===== src/rtl/uart_cmd_rcv.sv =====
// uart_cmd_rcv: 8N1 UART receiver feeding a NUM_BYTES command assembler,
// with framing-error rejection and overrun detection.
// Optional inter-byte timeout is built only when CMD_TIMEOUT_EN is defined.
module uart_cmd_rcv #(
    parameter int BAUD_DIV  = 2604,
    parameter int NUM_BYTES = 2,
    parameter int MSB_FIRST = 0,
    parameter int TO_BITS   = 20
) (
    input  logic                   clk,
    input  logic                   rst_n,
    input  logic                   RX,
    input  logic                   clr_cmd_rdy,
    output logic                   cmd_rdy,
    output logic [NUM_BYTES*8-1:0] cmd,
    output logic                   frm_err,
    output logic                   ovr
);

    localparam int TW = $clog2(BAUD_DIV);
    localparam int CW = $clog2(NUM_BYTES) + 1;
    localparam int W  = NUM_BYTES * 8;

    localparam logic [TW-1:0] FULL_T = TW'(BAUD_DIV - 1);
    localparam logic [TW-1:0] HALF_T = TW'(BAUD_DIV / 2 - 1);
    localparam logic [CW-1:0] LAST_B = CW'(NUM_BYTES - 1);

    if (BAUD_DIV < 4 || NUM_BYTES < 1 || NUM_BYTES > 8 || TO_BITS < 1) begin : g_bad_params
        $error("uart_cmd_rcv: illegal parameter value");
    end

    typedef enum logic [2:0] {IDLE, START, DATA, STOP, BRK} state_t;

    state_t          state, state_nxt;
    logic            rx_meta, rx_s;
    logic [TW-1:0]   timer;
    logic [2:0]      bit_cnt;
    logic [7:0]      shreg;
    logic [CW-1:0]   byte_cnt;
    logic [W-1:0]    hold;
    logic [W-1:0]    word;
    int              slot;
    logic            timer_clr, shift_en, byte_good, byte_bad, last_byte, timeout;

    // Double-flop synchroniser for the asynchronous RX pin (idles high)
    always_ff @(posedge clk or negedge rst_n) begin
        if (!rst_n) begin
            rx_meta <= 1'b1;
            rx_s    <= 1'b1;
        end else begin
            rx_meta <= RX;
            rx_s    <= rx_meta;
        end
    end

    // Receiver state register
    always_ff @(posedge clk or negedge rst_n) begin
        if (!rst_n) state <= IDLE;
        else        state <= state_nxt;
    end

    // Receiver next-state and per-clock strobes
    always_comb begin
        state_nxt = state;
        timer_clr = 1'b0;
        shift_en  = 1'b0;
        byte_good = 1'b0;
        byte_bad  = 1'b0;
        unique case (state)
            IDLE: begin
                timer_clr = 1'b1;
                if (!rx_s) state_nxt = START;
            end
            START: begin
                if (timer == HALF_T) begin
                    timer_clr = 1'b1;
                    state_nxt = rx_s ? IDLE : DATA;
                end
            end
            DATA: begin
                if (timer == FULL_T) begin
                    timer_clr = 1'b1;
                    shift_en  = 1'b1;
                    if (bit_cnt == 3'd7) state_nxt = STOP;
                end
            end
            STOP: begin
                if (timer == FULL_T) begin
                    timer_clr = 1'b1;
                    if (rx_s) begin
                        byte_good = 1'b1;
                        state_nxt = IDLE;
                    end else begin
                        byte_bad  = 1'b1;
                        state_nxt = BRK;
                    end
                end
            end
            BRK: begin
                timer_clr = 1'b1;
                if (rx_s) state_nxt = IDLE;
            end
            default: state_nxt = IDLE;
        endcase
    end

    // Bit timer, bit counter and LSB-first data shifter
    always_ff @(posedge clk or negedge rst_n) begin
        if (!rst_n) begin
            timer   <= '0;
            bit_cnt <= '0;
            shreg   <= '0;
        end else begin
            timer <= timer_clr ? '0 : timer + TW'(1);
            if (state == IDLE)  bit_cnt <= '0;
            else if (shift_en)  bit_cnt <= bit_cnt + 3'd1;
            if (shift_en) shreg <= {rx_s, shreg[7:1]};
        end
    end

    // Place the received byte into its slot of the hold word
    always_comb begin
        slot      = (MSB_FIRST != 0) ? (NUM_BYTES - 1 - int'(byte_cnt)) : int'(byte_cnt);
        word      = hold;
        word[slot*8 +: 8] = shreg;
        last_byte = (byte_cnt == LAST_B);
    end

`ifdef CMD_TIMEOUT_EN
    localparam int TO_CLKS = TO_BITS * BAUD_DIV;
    localparam int IW      = $clog2(TO_CLKS + 1);

    logic [IW-1:0] idle_cnt;

    assign timeout = (state == IDLE) && rx_s && (byte_cnt != '0) &&
                     (idle_cnt == IW'(TO_CLKS - 1));

    // Inter-byte idle counter; restarts whenever a frame begins or no partial command exists
    always_ff @(posedge clk or negedge rst_n) begin
        if (!rst_n)                                          idle_cnt <= '0;
        else if (state != IDLE || !rx_s || byte_cnt == '0 || timeout) idle_cnt <= '0;
        else                                                 idle_cnt <= idle_cnt + IW'(1);
    end
`else
    assign timeout = 1'b0;
`endif

    // Command assembly, cmd_rdy handshake, overrun and framing-error flags
    always_ff @(posedge clk or negedge rst_n) begin
        if (!rst_n) begin
            byte_cnt <= '0;
            hold     <= '0;
            cmd      <= '0;
            cmd_rdy  <= 1'b0;
            ovr      <= 1'b0;
            frm_err  <= 1'b0;
        end else begin
            frm_err <= byte_bad;
            if (clr_cmd_rdy) begin
                cmd_rdy <= 1'b0;
                ovr     <= 1'b0;
            end
            if (byte_bad || timeout) begin
                byte_cnt <= '0;
            end else if (byte_good) begin
                if (last_byte) begin
                    byte_cnt <= '0;
                    // a completion on the acknowledge clock is accepted, not an overrun
                    if (cmd_rdy && !clr_cmd_rdy) begin
                        ovr <= 1'b1;
                    end else begin
                        cmd     <= word;
                        cmd_rdy <= 1'b1;
                    end
                end else begin
                    hold     <= word;
                    byte_cnt <= byte_cnt + CW'(1);
                end
            end
        end
    end

endmodule


===== config.mk =====
export PLATFORM = sky130hd
export DESIGN_NAME = uart_cmd_rcv
export DESIGN_NICKNAME = d
export VERILOG_FILES = /design/src/rtl/uart_cmd_rcv.sv
export SDC_FILE = /design/constraint.sdc
export NUM_CORES = 1
export LEC_CHECK = 0
export ABC_AREA = 1
export CORE_MARGIN = 4
export CORE_UTILIZATION = 60
export DETAILED_ROUTE_END_ITERATION = 6
export PLACE_DENSITY = 0.81
export SLEW_MARGIN = 0
export SYNTH_ARGS = -nofsm -noshare
export SYNTH_HDL_FRONTEND = slang
export SYNTH_SLANG_ARGS = --single-unit

===== constraint.sdc =====
create_clock -name clk -period 4.3 [get_ports clk]
set_input_delay 0.86 -clock clk [delete_from_list [all_inputs] [get_ports clk]]
set_output_delay 0.86 -clock clk [all_outputs]
set_load 0.05 [all_outputs]

## Word level (Yosys, flattened, before mapping)

Cells that the tools add are included.

| cells by class | value |
|---|---|
| $add $sub $neg | 4 |
| equal/unequal tests | 14 |
| bitwise operators | 3 |
| shifts and indexed selects | 2 |
| multiplexer cells | 36 |
| reductions and logical operators | 10 |

Operators with widths:

| kind | number |
|---|---|
| negator 5 -> 33 bit | 1 |
| variable shift 8 x 33 -> 16 bit, first input constant | 1 |
| indexed part select 8 x 33 -> 16 bit | 1 |
| two-way mux 3 bit | 9 |
| two-way mux 1 bit | 19 |
| bitwise mux 16 bit | 1 |
| case mux 3 bit (5 select lines) | 1 |
| adder 12 x 1 -> 12 bit, second input constant | 1 |
| == test 12 x 11 -> 1 bit, second input constant | 1 |
| == test 12 bit, second input constant | 1 |
| two-way mux 12 bit | 1 |
| != test 2 bit, second input constant | 6 |
| two-way mux 2 bit | 4 |
| == test 3 x 2 -> 1 bit, second input constant | 2 |
| == test 3 bit, second input constant | 2 |
| AND reduction 6 bit | 1 |
| AND reduction 4 bit | 1 |
| nonzero test 2 bit | 2 |
| OR reduction 2 bit | 2 |
| adder 3 x 1 -> 3 bit, second input constant | 1 |
| == test 3 x 1 -> 1 bit, second input constant | 1 |
| logical NOT 3 bit | 1 |
| NOT 1 bit | 3 |
| case mux 1 bit (3 select lines) | 1 |
| 5 further kinds | 5 |

| word-level totals | value |
|---|---|
| word-level logic and storage cells | 81 |
| input bits | 4 |
| register bits | 65 |
| output and inout port bits | 19 |

## Longest topological paths before layout

Gate-level depths: netlist of run 1.

| logic depth | value |
|---|---|
| depth in word-level cells | 6 |
| gate-level depth with buffers | 11 |
| gate-level depth less buffers | 10 |

## Worst setup path after synthesis of run 1

Ideal clock, no wire load.

| timing path | value |
|---|---|
| path kind | register to register |
| start point | register timer[0] |
| end point | register timer[6] |
| clock period less this slack | 1578 ps |
| required time | 4179 ps |
| path slack | 2722 ps |
| library setup time | 121 ps |
| cell stages (with the launch flop) | 11 |
| path buffers | 1 |
| arrival | 1456 ps |
| cell sequence | dfrtp_1 ha_1 nand2_1 inv_1 nand2_1 nor2_4 and2_4 nand2_1 nand3b_1 buf_2 nor2_1 |

| between the ends | value |
|---|---|
| word-level cells in the longest chain between the ends | 4 |
| elaborated cells on any way between the ends | 7 |
| those cells by class | add/sub (1); eq/ne (2); mux (4) |

Ends and longest elaborated chain:

| item | line | source |
|---|---|---|
| start: declaration | 36 | `logic [TW-1:0] timer;` |
| start signal: assignment | 114 | `timer <= timer_clr ? '0 : timer + TW'(1);` |
| parallel branches: the longest is 3 deep, another holds adder 12 x 1 -> 12 bit | - |  |
| two-way mux 12 bit (*) | 114 |  |

Mark *: on every way between the ends.
A chain may end at the register's enable or synchronous reset.

## Worst setup path in the final report of run 1

| timing path | value |
|---|---|
| start point | register cmd[2] |
| end point | output port cmd[2] |

RTL lines:

| item | line | source |
|---|---|---|
| start: declaration | 15 | `output logic [NUM_BYTES*8-1:0] cmd,` |
| start signal: assignment | 172 | `cmd <= word;` |

No word-level cell between the ends.

==> results of run 1 <==
[stage by stage]
step	power (mW)	cells	utilization	hold slack, ns	setup slack (ns)
floorplan	0.626	381	-	0.345	2.72
global placement	0.641	464	0.666	0.346	2.11
detailed placement	0.642	464	0.666	0.351	2.03
CTS	1.13	480	0.703	0.361	1.92
global route	1.17	480	0.703	0.365	1.86
finish	1.12	480	0.703	0.358	1.93
[cell families (layout without fill, tap and decap cells)]
group	Yosys count	in the layout	synth area share
AND/OR/NAND/NOR	176	176	0.245
AO/OA/AOI/OAI	65	65	0.106
flip-flops	65	65	0.518
buffers and inverters	59	88	0.0752
adder cells (fa/ha/maj)	9	9	0.0358
XOR/XNOR	7	7	0.0195
[power by group through the flow]
stage | clock network (mW) | registers, mW | logic (mW)
3_5_place_dp | 0 | 0.625 | 0.0166
4_1_cts | 0.503 | 0.614 | 0.0166
2_1_floorplan | 0 | 0.625 | 0.00133
6_report | 0.495 | 0.614 | 0.0155
5_1_grt | 0.535 | 0.613 | 0.0185
3_3_place_gp | 0 | 0.625 | 0.0166
[worst paths after layout]
check / cells after the start / endpoint / from
setup / recovery: 1 / cmd[2] / cmd[2]
hold / removal: 0 / rx_s / rx_meta
setup reg to reg: 8 / hold[2] / timer[0]
hold reg to reg: 0 / rx_s / rx_meta
max in group asynchronous: 2 / rx_meta / rst_n
min in group asynchronous: 1 / cmd[2] / rst_n
[flip-flops by register name, summed over array words and instances, names as in the netlist]
signal	flops
cmd	16
hold	16
timer	12
shreg	8
bit_cnt	3
state	3
byte_cnt	2
cmd_rdy	1
frm_err	1
ovr	1
rx_meta	1
rx_s	1
[routing by layer]
layer  wire [um]  global-route usage
met4          84              0.0726
met5           0                   0
met2        2790               0.336
met1        2960               0.302
met3         357              0.0605
[final cells by class]
type,instances,area (um2),area share
clock buffer,13,149,0.0414
clock inverter,3,40.0,0.0111
inverter,49,184,0.0512
multi-input combinational,257,1280,0.356
sequential,65,1630,0.453
tap,70,87.6,0.0244
timing repair buffer,23,223,0.0620
[layout by cell type (no fill, tap or decap), drive strengths merged]
cell type,count
a21boi,1
ha,9
nand3b,1
nor3,2
clkdlybuf4s50,21
bufinv,1
a21oi,2
xnor2,1
o21ai,60
inv,48
a22o,1
nor2,32
and2,1
nand3,22
dfstp,2
nand4,5
a22oi,1
buf,2
clkinv,3
xor2,6
dfrtp,63
clkbuf,13
or2,1
nand2,112
==> metrics.sh, run 1 <==
STATUS='finished, final reports clean'
NET_SWITCHING_SHARE_OF_THE_TOTAL_POWER=0.201
NUMCTSBUFFERS=9
SYN_INST=381
WORST_PATH_LARGEST_CELL_DELAY_NS=0.82
COMB_POWER_SHARE=0.014
SYNTH_FF_TYPE='dfrtp_1'
DRT_ITER0_DRC=123
SYNTH_AREA_LEADER_CELL='dfrtp_1'
TIGHTESTPINTRANSITION_NS=0.864
SETUP_VIOL=0
CAP_VIOLATIONS=0
POST_SYNTHESIS_NET_COUNT=394
NNETSFINAL=418
MAX-VDD-IR-DROP_mV=0.283
FINAL_CELL_AREA_UM2=3590
WORSTSETUPENDPOINTTYPE='output port'
SYNTH-SEQ-CELLS=65
PLACE.DETAILED.HPWL_UM=4370
CLOCK_SKEW_NS=0.00554
WORST-R2R-SETUP-SLACK_NS=2.18
GRT_REMAINING_OVERFLOW=0
CRIT_PATH_START_KIND='flip-flop'
WORST_SKEW_PAIR.LATE_LATENCY_NS=0.33
CTS_HOLD_BUF=0
GP_ROUTABILITY_CONGESTION=0.870
CRITICAL_PATH_REQUIRED_NS=3.44
PIN_COUNT_OF_THE_BIGGEST_NET_ENTERING_GLOBAL_ROUTING=41
SEQ_POWER_SHARE=0.546
POSTCTSSETUPBUFFERS=0
SYNTHDISTINCTLIBCELLS=29
CRITPATHBUFINV=1
TIMING.CRITICAL_PATH.FANOUT_MAX=2
CTS.SINKS=65
SYNTHESIS.AREA_UM2=3150
SYN2LAYOUT_AREA_GROWTH_PCT=14.2
VIAS=2524
YOSYS-TOP-CELLS-COUNT='nand2_1 (111), dfrtp_1 (63), o21ai_0 (58)'
POST_DRT_WL_PER_CELL_UM=12.9
DRIVE_GT1_FRAC=0.0683
MAX_FREQ_MHz=421
CTS-ROOT-BUF='clkbuf_8'
DRC=0
POWER_LEAKAGE_nW=1.71
GRT_USE_TOTAL=0.219
FINALSETUPTNS_NS=0
SLOWEST_STAGE_CELL_ON_THE_CRITICAL_PATH='clkdlybuf4s50_1'
GRT_ANTENNA_BEFORE_REPAIR=0
CORE_AREA_UM2=5110
CRITICAL_PATH_CLASS='flip-flop to output port'
DIODES=0
CRITICAL-PATH-TOP-DELAY-FAMILY='buffers and inverters'
FLOORPLAN.DIE.HEIGHT_UM=80.4
WORST_MAX_SLEW_MARGIN_EXPRESSED_RELATIVE_TO_THE_LIMIT=0.424
LAYOUT_WORST_PATH_CYCLE_SHARE=0.552
FINALCRITICALPERIOD_NS=2.37
GRT_PASS1_VIAS=2355
TIMING.HOLD.WORST.CLASS='flip-flop to flip-flop'
NETLIST_TOP_CELLS_AREA='dfrtp_1 (50%), nand2_1 (13%), o21ai_0 (9.2%), inv_1 (5.6%), ha_1 (3.6%)'
CLOCK_POWER_SHARE=0.441
POWER_DENSITY_nW_PER_UM2=313
SYNTH.YOSYS.WARNINGS=0
PIN_COUNT=23
POST_DP_CELL_AREA_UM2=3400
NUM-FILL-CELLS=412
CHIPWIDTH_UM=80.4
YS_SEQ_AREA_FRAC=0.518
GRT_FIRST_PASS_WIRELENGTH_UM=10800
CP.ARRIVAL_NS=1.51
YOSYS.AREA.TOP_TYPE_SHARE=0.501
CTS_TREE='built'
CTS.CLK_SLEW.WORST_PATHS_NS=0.06
SYN-MEAN-INSTANCE-AREA_UM2=8.26
P_SW_mW=0.226
ROWS=26
GRT_SETUP_UNREPAIRED='false'
SYNTH.MOST_COMMON_CELL='nand2_1'
NUMBER_OF_INSTANCES_RESIZED_DURING_POST_CTS_REPAIR=0
ASYNC_FLOP_SHARE=1.00
DETAIL_ROUTE.WIRELENGTH_UM=6190
PORT-BUFFER-COUNT=22
TIMING_HOLD_VIOLATIONS_FINAL=0
FIRSTDRTPASSITERS=6
ROUTE.DETAILED.VIAS_PER_INST=5.26
ANTENNA_VIOLATION_NET_COUNT_AFTER_DETAILED_ROUTING=0
CLOCK_TREE.BUFFER_DEPTH=2
SYNTH_EDF_COUNT=0
CRITICAL_PATH.CELL_CHAIN='clkdlybuf4s50_1'
INITIAL_CELL_DENSITY_OF_THE_CORE=0.616
POWER.INTERNAL_mW=0.898
FINAL_MAX_SLEW_VIOL_COUNT=0
DIE_AREA_UM2=6460
HTREE_NUM_LEVELS=3
(Power assumes the default switching activity.)
==> run 2, diff against run 1 <==
--- a/config.mk
+++ b/config.mk
@@ -7,9 +7,9 @@
 export LEC_CHECK = 0
 export ABC_AREA = 1
 export CORE_MARGIN = 4
-export CORE_UTILIZATION = 60
+export CORE_UTILIZATION = 52
 export DETAILED_ROUTE_END_ITERATION = 6
-export PLACE_DENSITY = 0.81
+export PLACE_DENSITY = 0.75
 export SLEW_MARGIN = 0
 export SYNTH_ARGS = -nofsm -noshare
 export SYNTH_HDL_FRONTEND = slang
==> constraint.sdc (replaced) <==
create_clock -name clk -period 2.04 [get_ports clk]
set_input_delay 0.408 -clock clk [delete_from_list [all_inputs] [get_ports clk]]
set_output_delay 0.408 -clock clk [all_outputs]
set_load 0.05 [all_outputs]
==> metrics.sh, run 2 (same netlist as run 1, synthesis figures left out) <==
WORSTSETUPENDPOINTTYPE='output port'
ROUTE.DETAILED.VIAS_PER_INST=5.18  # -1.5%
SLOWEST_STAGE_CELL_ON_THE_CRITICAL_PATH='clkdlybuf4s50_1'
FIRSTDRTPASSITERS=5  # -1
WORST_PATH_LARGEST_CELL_DELAY_NS=0.81  # about the same
LAYOUT.CELLS.MOST_COMMON_LIST='nand2_1 (111), dfrtp_1 (63), o21ai_0 (58), inv_1 (47), nor2_1 (28)'
SETUP_SLACK_NS=0.123  # -1.80 ns
MAX-VDD-IR-DROP_mV=0.499  # +76%
DIODES=0  # unchanged
FLOORPLAN.DIE.HEIGHT_UM=85.8  # +6.7%
CAP_VIOLATIONS=0  # unchanged
PIN_COUNT=23  # unchanged
HTREE_NUM_LEVELS=3  # unchanged
GRT_FIRST_PASS_WIRELENGTH_UM=11200  # +3.8%
GR-MAX-USAGE-LAYER='met2'
FINALCRITICALPERIOD_NS=1.92
CLOCK_SKEW_NS=0.00918  # +0.00364 ns
CRITICAL_PATH_REQUIRED_NS=1.63  # -1.81 ns
POWER.INTERNAL_mW=2.05  # +130%
TIMING.HOLD.WORST.CLASS='primary input to asynchronous set/reset pin'
PLACE.DETAILED.HPWL_UM=4450  # +1.7%
LAYOUT_WORST_PATH_CYCLE_SHARE=0.940
GRT_USE_TOTAL=0.190  # -0.0288
USE_MET2=0.290  # -0.0458
INITIAL_CELL_DENSITY_OF_THE_CORE=0.534  # -0.0814
POST-LAYOUT-TOTAL-POWER_mW=2.57  # +130%
ANTENNA_VIOLATION_NET_COUNT_AFTER_DETAILED_ROUTING=0  # unchanged
DRC=0  # unchanged
DETAILEDPLACE.WORSTSLACK_NS=0.163  # -1.86 ns
CRITICAL-PATH-TOP-DELAY-FAMILY='buffers and inverters'
PIN_COUNT_OF_THE_BIGGEST_NET_ENTERING_GLOBAL_ROUTING=66  # +61%
MAX_FREQ_MHz=522
CRITPATHBUFINV=1  # unchanged
CTS.SINKS=65  # unchanged
TIMING.CRITICAL_PATH.FANOUT_MAX=2  # unchanged
DIE_AREA_UM2=7360  # +14%
CRIT_PATH_START_KIND='flip-flop'
FINAL.HOLD.WORST_SLACK_NS=0.0494  # -0.308 ns
DETAIL_ROUTE.WIRELENGTH_UM=6500  # +5.1%
TIGHTESTPINTRANSITION_NS=0.501  # -0.363 ns
GRT_SETUP_UNREPAIRED='false'
FINALSETUPTNS_NS=0  # unchanged
WORST_MAX_SLEW_MARGIN_EXPRESSED_RELATIVE_TO_THE_LIMIT=0.665  # +0.241
SYN2LAYOUT_AREA_GROWTH_PCT=19.0
VIAS=2563  # +1.5%
CRITICAL_PATH_CLASS='flip-flop to output port'
CTS_TREE='built'
NUMCTSBUFFERS=9  # unchanged
POWER_LEAKAGE_nW=1.79  # +4.6%
GRT_REMAINING_OVERFLOW=0  # unchanged
ROWS=28  # +7.7%
TIMING_HOLD_VIOLATIONS_FINAL=0  # unchanged
CP.ARRIVAL_NS=1.51  # about the same
GLOBAL_ROUTE.USAGE.MET1=0.272  # -0.0291
GRT.MET3_USAGE=0.0327  # -0.0279
SETUP_VIOL=0  # unchanged
PORT-BUFFER-COUNT=22  # unchanged
CORE_AREA_UM2=5890  # +15%
DRIVE_GT1_FRAC=0.0976  # +0.0293
GP_ROUTABILITY_CONGESTION=0.819  # -5.8%
GRT_ANTENNA_BEFORE_REPAIR=0  # unchanged
NNETSFINAL=428  # +2.4%
REG_TOP3='cmd (16), hold (16), timer (12)'
STATUS='finished, final reports clean'
CLOCK_POWER_SHARE=0.482  # +0.041
COMB_POWER_SHARE=0.014  # about the same
DRT_ITER0_DRC=230  # +87%
FINAL_CORE_UTIL=0.636  # -0.0673
FINAL_MAX_SLEW_VIOL_COUNT=0  # unchanged
GRT_PASS1_VIAS=2427  # +3.1%
WORST_SKEW_PAIR.LATE_LATENCY_NS=0.34  # about the same
P_SW_mW=0.516  # +130%
CRITICAL_PATH.CELL_CHAIN='clkdlybuf4s50_1'
SEQ_POWER_SHARE=0.504  # -0.042
CTS.CLK_SLEW.WORST_PATHS_NS=0.07  # about the same
POWER_DENSITY_nW_PER_UM2=686  # +120%
POST_DRT_WL_PER_CELL_UM=13.1  # +1.9%
CLOCK_TREE.BUFFER_DEPTH=2  # unchanged
CTS-ROOT-BUF='clkbuf_8'
MOSTFREQUENTLAYOUTCELL='nand2_1'
NET_SWITCHING_SHARE_OF_THE_TOTAL_POWER=0.201  # about the same
CHIPWIDTH_UM=85.8  # +6.7%
-- run 2: area by class of cell --
type | instances | area [um2]
Tap cell | 75 | 93.8
Clock buffer | 11 | 151
Sequential cell | 65 | 1630
Multi-Input combinational cell | 257 | 1280
Inverter | 49 | 184
Timing Repair Buffer | 33 | 323
Fill cell | 494 | 2140
Clock inverter | 5 | 77.6
-- run 2: final timing paths --
kind | from | endpoint | slack [ns] | cells past startpoint
setup / recovery | cmd_rdy | cmd_rdy | 0.12 | 1
hold / removal | rst_n | cmd[6] | 0.05 | 2
setup reg to reg | timer[0] | cmd[10] | 0.20 | 11
hold reg to reg | rx_meta | rx_s | 0.36 | 0
max in group asynchronous | rst_n | rx_meta | 1.62 | 2
min in group clk | rx_meta | rx_s | 0.36 | 0
-- run 2: power groups by stage --
stage / sequential [mW] / combinational (mW) / clock, mW
6_report: 1.29 / 0.0368 / 1.24
5_1_grt: 1.29 / 0.0436 / 1.32
4_1_cts: 1.29 / 0.0395 / 1.26
3_5_place_dp: 1.32 / 0.0390 / 0
3_3_place_gp: 1.32 / 0.0384 / 0
2_1_floorplan: 1.32 / 0.00281 / 0
-- run 2: stage by stage --
stage | area (um2) | std cells
after floorplan | 3150 | 381
after global placement | 3490 | 478
after detailed placement | 3490 | 478
after CTS | 3720 | 494
after global routing | 3740 | 495
final | 3740 | 495
-- run 2: timing repair --
action	4_1_cts	5_1_grt
buffers inserted	0	1
hold buffers	0	0
endpoints found under the setup margin	0	14
resized for setup	0	1
endpoints found under the hold margin	0	0
-- run 2: routing by layer --
layer / vias up / share of wire / wire, um
met3: 7 / 0.049 / 319
met1: 1207 / 0.49 / 3160
met5: - / 0 / 0
li1: 1275 / - / -
met2: 74 / 0.45 / 2950
met4: 0 / 0.012 / 80
==> run 3, diff against run 2 <==
--- a/config.mk
+++ b/config.mk
@@ -6,6 +6,7 @@
 export NUM_CORES = 1
 export LEC_CHECK = 0
 export ABC_AREA = 1
+export CORE_ASPECT_RATIO = 0.8
 export CORE_MARGIN = 4
 export CORE_UTILIZATION = 52
 export DETAILED_ROUTE_END_ITERATION = 6
==> metrics.sh, run 3 (same netlist as run 1, synthesis figures left out) <==
GP_ROUTABILITY_CONGESTION=0.862  # +5.3%
FLOORPLAN.DIE.HEIGHT_UM=77.6  # -9.6%
CLOCK_TREE.BUFFER_DEPTH=2  # unchanged
INITIAL_CELL_DENSITY_OF_THE_CORE=0.535  # about the same
TIMING.CRITICAL_PATH.FANOUT_MAX=2  # unchanged
MAX_FREQ_MHz=515  # -1.2%
LAYOUT_WORST_PATH_CYCLE_SHARE=0.952  # +0.0117
POST_DRT_WL_PER_CELL_UM=13.3  # +1.4%
POWER_LEAKAGE_nW=1.83  # +2.3%
FIRSTDRTPASSITERS=5  # unchanged
ANTENNA_VIOLATION_NET_COUNT_AFTER_DETAILED_ROUTING=0  # unchanged
ROUTE.DETAILED.VIAS_PER_INST=5.21  # +0.72%
NUMCTSBUFFERS=9  # unchanged
NNETSFINAL=439  # +2.6%
FINALSETUPTNS_NS=0  # unchanged
SETUP_VIOL=0  # unchanged
SETUP_SLACK_NS=0.0989  # -0.0239 ns
CLOCK_SKEW_NS=0.0123  # +0.00309 ns
FINAL_MAX_SLEW_VIOL_COUNT=0  # unchanged
PIN_COUNT=23  # unchanged
SLOWEST_STAGE_CELL_ON_THE_CRITICAL_PATH='clkdlybuf4s50_1'
DRIVE_GT1_FRAC=0.121  # +0.0230
GRT_ANTENNA_BEFORE_REPAIR=0  # unchanged
VIAS=2670  # +4.2%
MAX-VDD-IR-DROP_mV=0.440  # -12%
POWER_DENSITY_nW_PER_UM2=644  # -6.1%
WORST_PATH_LARGEST_CELL_DELAY_NS=0.81  # about the same
PORT-BUFFER-COUNT=22  # unchanged
CRITPATHBUFINV=1  # unchanged
HTREE_NUM_LEVELS=3  # unchanged
POST_DP_CELL_AREA_UM2=3500  # +0.43%
CRITICAL_PATH.CELL_CHAIN='clkdlybuf4s50_1'
CTS.SINKS=65  # unchanged
CORE_AREA_UM2=5880  # about the same
PIN_COUNT_OF_THE_BIGGEST_NET_ENTERING_GLOBAL_ROUTING=33  # -50%
TIMING.HOLD.WORST.CLASS='primary input to asynchronous set/reset pin'
WORST-R2R-SETUP-SLACK_NS=0.17  # -0.03 ns
GRT_REMAINING_OVERFLOW=0  # unchanged
NUM-FILL-CELLS=477  # -3.4%
FINALCRITICALPERIOD_NS=1.94  # +0.0239 ns
GRT_USE_TOTAL=0.201  # +0.0108
CP.ARRIVAL_NS=1.53  # +0.02 ns
PLACE.DETAILED.HPWL_UM=4760  # +7.1%
ROWS=25  # -11%
FINAL_CELL_AREA_UM2=3800  # +1.6%
CAP_VIOLATIONS=0  # unchanged
MOSTFREQUENTLAYOUTCELL='nand2_1'
DETAILEDPLACE.WORSTSLACK_NS=0.0737  # -0.0889 ns
CTS-ROOT-BUF='clkbuf_8'
DRC=0  # unchanged
FINAL_CORE_UTIL=0.647  # +0.0108
SYN2LAYOUT_AREA_GROWTH_PCT=20.9
LAYOUT.CELLS.MOST_COMMON_LIST='nand2_1 (111), dfrtp_1 (63), o21ai_0 (55), inv_1 (47), nor2_1 (28)'
DIODES=0  # unchanged
CTS.CLK_SLEW.WORST_PATHS_NS=0.08  # about the same
WORST_SKEW_PAIR.LATE_LATENCY_NS=0.35  # about the same
REG_TOP3='cmd (16), hold (16), timer (12)'
CRITICAL_PATH_REQUIRED_NS=1.63  # about the same
DIE_AREA_UM2=7370  # +0.11%
CTS_TREE='built'
STATUS='finished, final reports clean'
WORSTSETUPENDPOINTTYPE='output port'
DRT_ITER0_DRC=246  # +7.0%
GRT_SETUP_UNREPAIRED='true'
GRT_PASS1_VIAS=2393  # -1.4%
TIGHTESTPINTRANSITION_NS=0.673  # +0.172 ns
DETAIL_ROUTE.WIRELENGTH_UM=6820  # +4.8%
TIMING_HOLD_VIOLATIONS_FINAL=0  # unchanged
GRT_FIRST_PASS_WIRELENGTH_UM=11400  # +2.2%
CRITICAL-PATH-TOP-DELAY-FAMILY='buffers and inverters'
CRIT_PATH_START_KIND='flip-flop'
CHIPWIDTH_UM=95.0  # +11%
WORST_MAX_SLEW_MARGIN_EXPRESSED_RELATIVE_TO_THE_LIMIT=0.552  # -0.114
CRITICAL_PATH_CLASS='flip-flop to output port'
## run 3: cell count changes in the layout (fill, tap and decap cells not counted), sizes merged
cell,change
clkinvlp,-1
bufinv,-1
buf,+11
clkinv,+1
inv,+3
clkbuf,-2
## run 3: layout make-up
type,count,area (um2),share of cell area
sequential,65,1630,0.428
multi-input combinational,257,1280,0.338
timing repair buffer,44,405,0.107
inverter,49,184,0.0484
clock buffer,9,124,0.0326
tap,81,101,0.0266
clock inverter,7,75.1,0.0197
## run 3: worst paths after layout
path,start,to,cells after the start
hold reg to reg,rx_meta,rx_s,0
min in group clk,rx_meta,rx_s,0
max in group asynchronous,rst_n,rx_s,2
setup reg to reg,byte_cnt[0],hold[12],8
hold / removal,rst_n,hold[2],1
setup / recovery,cmd[13],cmd[13],1
## run 3: report_power, final
part | switching, mW | internal, mW
combinational | 0.0289 | 0.0111
sequential | 0.000795 | 1.29
clock | 0.542 | 0.574
total | 0.572 | 1.88
## run 3: timing repair
item	in CTS	in global routing
endpoints found under the setup margin	0	21
gates resized for setup	0	4
buffers inserted	0	11
hold buffers	0	0
## run 3: layer usage
layer / vias to the layer above / part of all wire / routed length (um) / global-route usage
li1: 1295 / - / - / -
met1: 1276 / 0.47 / 3230 / 0.299
met2: 88 / 0.44 / 3020 / 0.279
met3: 11 / 0.066 / 453 / 0.0552
met4: 0 / 0.016 / 110 / 0.0749
met5: - / 0 / 0 / 0
## run 3: metrics by stage
| stage | power (mW) | cells | hold WS [ns] |
|---|---|---|---|
| finish | 2.45 | 512 | 0.0833 |
| global placement | 1.36 | 485 | 0.346 |
| floorplan | 1.32 | 381 | 0.112 |
| detailed placement | 1.36 | 485 | 0.347 |
| global route | 2.54 | 512 | 0.102 |
| CTS | 2.48 | 501 | 0.0876 |
